$ cat src/rtl/mux4_rr_arbiter_if.sv
// Handshake bundle between the four requesters and the shared 4:1 mux arbiter.
// The arbiter side uses the slave modport; the requester side uses master.
interface mux4_rr_arbiter_if;
    logic [3:0] req;
    logic [3:0] grant;
    logic       s0;
    logic       s1;
    logic       valid;

    modport master (
        output req,
        input  grant,
        input  s0,
        input  s1,
        input  valid
    );

    modport slave (
        input  req,
        output grant,
        output s0,
        output s1,
        output valid
    );
endinterface

$ cat src/rtl/mux4_rr_arbiter.sv
// Round-robin arbiter sharing one 4:1 mux among four requesters.
// Requester i owns mux input i; {s1,s0} selects it while its grant is active.
// Each tenure is capped at HOLD_CYCLES and followed by at least one idle cycle
// so the mux has a quiet cycle to settle between owners.
module mux4_rr_arbiter #(
    parameter int HOLD_CYCLES = 4,
    parameter int CNT_W       = 8
) (
    input  logic              clk,
    input  logic              rst,
    mux4_rr_arbiter_if.slave  bus
);

    typedef enum logic {
        IDLE  = 1'b0,
        GRANT = 1'b1
    } state_t;

    localparam logic [CNT_W-1:0] HOLD_LAST = CNT_W'(HOLD_CYCLES - 1);

    state_t           state_q, state_d;
    logic [3:0]       grant_q, grant_d;
    logic [1:0]       sel_q,   sel_d;
    logic             valid_q, valid_d;
    logic [1:0]       ptr_q,   ptr_d;
    logic [CNT_W-1:0] cnt_q,   cnt_d;

    logic             pick_found;
    logic [1:0]       pick_idx;
    logic [1:0]       cand;
    logic             release_now;

    // Find the first requesting index, searching upward from ptr with wrap.
    always_comb begin
        pick_found = 1'b0;
        pick_idx   = ptr_q;
        cand       = ptr_q;
        for (int k = 0; k < 4; k++) begin
            cand = ptr_q + 2'(k);
            if (!pick_found && bus.req[cand]) begin
                pick_found = 1'b1;
                pick_idx   = cand;
            end
        end
    end

    // The owner gives up the mux when it stops asking or its tenure is used up;
    // both causes together still form a single release.
    always_comb begin
        release_now = ~bus.req[sel_q] | (cnt_q == HOLD_LAST);
    end

    // Next-state logic: IDLE grants on the same edge a request is seen,
    // GRANT either extends the tenure or drops back to IDLE for one dead cycle.
    always_comb begin
        state_d = state_q;
        grant_d = grant_q;
        sel_d   = sel_q;
        valid_d = valid_q;
        ptr_d   = ptr_q;
        cnt_d   = cnt_q;
        unique case (state_q)
            IDLE: begin
                if (pick_found) begin
                    state_d = GRANT;
                    sel_d   = pick_idx;
                    grant_d = 4'b0001 << pick_idx;
                    valid_d = 1'b1;
                    cnt_d   = '0;
                end
            end
            GRANT: begin
                if (release_now) begin
                    // Select lines keep their last value; only grant/valid drop.
                    state_d = IDLE;
                    grant_d = 4'b0000;
                    valid_d = 1'b0;
                    ptr_d   = sel_q + 2'd1;
                end else begin
                    cnt_d = cnt_q + CNT_W'(1);
                end
            end
            default: begin
                state_d = IDLE;
                grant_d = 4'b0000;
                valid_d = 1'b0;
            end
        endcase
    end

    // State and registered outputs; reset also clears the fairness pointer.
    always_ff @(posedge clk or posedge rst) begin
        if (rst) begin
            state_q <= IDLE;
            grant_q <= 4'b0000;
            sel_q   <= 2'b00;
            valid_q <= 1'b0;
            ptr_q   <= 2'b00;
            cnt_q   <= '0;
        end else begin
            state_q <= state_d;
            grant_q <= grant_d;
            sel_q   <= sel_d;
            valid_q <= valid_d;
            ptr_q   <= ptr_d;
            cnt_q   <= cnt_d;
        end
    end

    assign bus.grant = grant_q;
    assign bus.s1    = sel_q[1];
    assign bus.s0    = sel_q[0];
    assign bus.valid = valid_q;

endmodule

$ cat src/flat_wrapper.sv
// flat-port wrapper written by rule: the top's interface ports become plain ports
module mux4_rr_arbiter_flat 
#(
    parameter int HOLD_CYCLES = 4,
    parameter int CNT_W       = 8
)
  (clk, rst, bus_req, bus_grant, bus_s0, bus_s1, bus_valid);
  mux4_rr_arbiter_if bus_i ();
  input  logic clk;
  input  logic rst;
  input wire logic [$bits(bus_i.req)-1:0] bus_req;
  output wire logic [$bits(bus_i.grant)-1:0] bus_grant;
  output wire logic [$bits(bus_i.s0)-1:0] bus_s0;
  output wire logic [$bits(bus_i.s1)-1:0] bus_s1;
  output wire logic [$bits(bus_i.valid)-1:0] bus_valid;
  assign bus_i.req = bus_req;
  assign bus_grant = bus_i.grant;
  assign bus_s0 = bus_i.s0;
  assign bus_s1 = bus_i.s1;
  assign bus_valid = bus_i.valid;
  mux4_rr_arbiter #(.HOLD_CYCLES(HOLD_CYCLES), .CNT_W(CNT_W)) u_core (.clk(clk), .rst(rst), .bus(bus_i));
endmodule
$ cat config.mk
export PLATFORM = sky130hd
export DESIGN_NAME = mux4_rr_arbiter_flat
export DESIGN_NICKNAME = d
export VERILOG_FILES = /design/src/rtl/mux4_rr_arbiter_if.sv /design/src/rtl/mux4_rr_arbiter.sv /design/src/flat_wrapper.sv
export SDC_FILE = /design/constraint.sdc
export NUM_CORES = 1
export LEC_CHECK = 0
export BUFFER_PORTS_ARGS = -buffer_cell sky130_fd_sc_hd__buf_2
export CELL_PAD_IN_SITES_DETAIL_PLACEMENT = 1
export CELL_PAD_IN_SITES_GLOBAL_PLACEMENT = 1
export CORE_AREA = 2 2 47 58
export CTS_BUF_LIST = sky130_fd_sc_hd__clkbuf_16
export CTS_CLUSTER_DIAMETER = 80
export DETAILED_ROUTE_END_ITERATION = 6
export DIE_AREA = 0 0 49 60
export PLACE_DENSITY = 0.77
export SLEW_MARGIN = 40
export SYNTH_ARGS = -nofsm -noshare
export SYNTH_HDL_FRONTEND = slang
export SYNTH_SLANG_ARGS = --single-unit
$ cat constraint.sdc
create_clock -name clk -period 2.8 [get_ports clk]
set_clock_uncertainty 0.2 [all_clocks]
set_input_delay 0.14 -clock clk [delete_from_list [all_inputs] [get_ports clk]]
set_output_delay 0.14 -clock clk [all_outputs]
set_load 0.03 [all_outputs]
==> results.toml <==
[status]
outcome = "complete, no violations"

[worst_setup_path]
r2r_slack_ns = 0.47
cp_data_arrival_time_ns = 2.26
worstPathRequired_ns = 2.73
worstSetupPathType = "register to register"
critPathMaxFanout = 8
cp-start-kind = "register"
end_kind = "register"

[clock_network]
htree_levels = 1
tritoncts = "built"
cts_resized = 0
path_clk_slew_ns = 0.05
cts_setup_buffers = 0
cts_hold_buf = 1
cts.sinks = 18
cts_made_buffers = 3
clock_path_buffers = 2
cts_root_buf = "clkbuf_16"
clock_latency_ns = 0.25

[synthesis]
ys.flop_type = "dfrtp_1"
syn-num-nets = 100
synth_area_leaders = "dfrtp_1 46%, mux2i_1 5.1%, a32o_1 4.1%"
yosysWarnings = 0
synthArstFlopShare_pct = 100
yosys.area.top_type = "dfrtp_1"
synth_cells = 93
synthDistinctLibCells = 33
syn_avg_cell_area_um2 = 10.5
synth-edff-count = 0
synth_seq_cells = 18
synth_top_area_share_pct = 46.3
seq_area_frac_synth_pct = 46.3
synth_area_um2 = 972

[detailed_routing]
dr.pass1.iters = 4
avgRoutedWirePerCell_um = 17.4
antenna_left = 0
drc_errors = 0
dr_total_vias = 828
wl_um = 2440
drt_iter0_drc = 18
vias_per_cell = 5.91

[timing]
rsz0062_at_grt = "no"
fin_tns_setup_ns = 0
whs_ns = 0.271
timing.slew.headroom_pct = 51.8
fin_crit_sh_pct = 83.3
min_period_ns = 2.33
worst_slew_pin_slew_ns = 0.722
max_freq_ghz = 0.429
setup_violations = 0
slew_violations = 0
hold_violations = 0

[layout]
antenna_cells = 0
area_delta_synth_final_pct = 18.4
fillCellCount = 289
drive_gt1_share_pct = 18.7
regArea_um2 = 450
final_cells = 140
multiInputGateArea_um2 = 495
fin_nets = 115

[floorplan]
rows = 20
die-width_um = 49
dieHeight_um = 60
io_pins = 13
core_area_um2 = 2430
start_util_pct = 40.1
die_area_um2 = 2940

[pwr]
ir_drop_uv = 643
p_per_area_nw_per_um2 = 1110
finalPower_mw = 1.27
leakagePower_nw = 0.526

[placement]
gp_congestion = 0.790
port_buffers = 12
dp_cells = 135
post-dp-hpwl_um = 1710

[grt]
grt_antenna_before_repair = 0
grt_overflow = 0
grt_pass1_wl_um = 4190
grt_max_degree = 19
grt.total_usage_pct = 19.2
grt_pass1_vias = 840

[min_path]
hold_path_class = "primary input to register"

[flow_run]
maxCapViolCount = 0
## layout by cell type, fill, tap and decap left out, types with 2 or more instances in the layout
master     Yosys  layout
nand3_1        4       4
o21ai_0        8       8
a32o_1         4       4
buf_2          0      12
clkbuf_16      0       3
or4_1          3       3
inv_1          4       4
nor3_1         2       2
a21oi_1        3       3
nor2b_1        3       3
mux2i_1        5       5
dfrtp_1       18      18
nand4_1        2       2
a21o_1         2       2
nor2_1         5       5
nand2_1        9       9
## final timing paths
kind	depth (start not counted)	end	from
worst min register to register	1	u_core.bus.valid	u_core.bus.valid
min in group asynchronous	3	u_core.ptr_q[1]	rst
max in group asynchronous	3	u_core.bus.grant[2]	rst
worst max register to register	5	u_core.bus.grant[2]	u_core.cnt_q[0]
worst max-delay path	5	u_core.bus.grant[2]	u_core.cnt_q[0]
worst min-delay path	4	u_core.bus.grant[1]	bus_req[1]
## metrics by stage
step	setup slack [ns]	util (%)	area, um2
2_1_floorplan	0.657	-	972
3_3_place_gp	0.561	43.8	1060
3_5_place_dp	0.498	43.8	1060
4_1_cts	0.465	47.4	1150
5_1_grt	0.379	47.4	1150
6_report	0.467	47.4	1150
## metal layers
metal  global-route usage [%]  share of wire (%)  wire, um  vias to the layer above
met2                     32.3                 51      1240                       10
met3                     3.00                2.1        51                        4
met4                     7.35                1.5        36                        0
met5                        0                  0         0                        -
met1                     25.3                 46      1120                      431
li1                         -                  -         -                      383
## sequential cells by signal, indices dropped and copies added (netlist names)
register          count
u_core.cnt_q          8
u_core.bus.grant      4
u_core.ptr_q          2
u_core.sel_q          2
u_core.bus.valid      1
u_core.state_q        1
## cells in the mapped netlist (2+ instances only)
library cell,count
clkbuf_1,3
or4_1,3
nand4_1,2
nor2b_1,3
inv_1,4
nor3_1,2
nand3_1,4
nor2_1,5
dfrtp_1,18
o21ai_0,8
a32o_1,4
a21oi_1,3
mux2i_1,5
a21o_1,2
nand2_1,9
## critical path: stages (launching register included)
cell	delay (ns)
dfrtp_1	0.40
ha_1	0.20
or4b_4	0.49
o41ai_4	0.48
nand2_4	0.14
a32o_1	0.30
## power breakdown
group / internal, mW / leakage [nW] / switching, mW
Combinational: 0.190 / 0.255 / 0.347
Sequential: 0.347 / 0.232 / 0.103
Clock: 0.190 / 0.0385 / 0.0972
Total: 0.727 / 0.526 / 0.547
## layout make-up
cell class / count / share of cell area (%)
Multi-Input combinational cell: 68 / 43.0
Inverter: 4 / 1.30
Clock inverter: 1 / 0.326
Timing Repair Buffer: 13 / 6.09
Sequential cell: 18 / 39.1
Clock buffer: 3 / 6.52
Tap cell: 33 / 3.59
## kinds of logic after synthesis
logic type,synth area share (%)
simple gates,19.7
flops,46.3
mux,7.46
xor+xnor,0.901
buf+inv,2.70
fa+ha+maj,1.29
compound gates,21.6
Note: power is estimated with default switching activity, not from simulation.
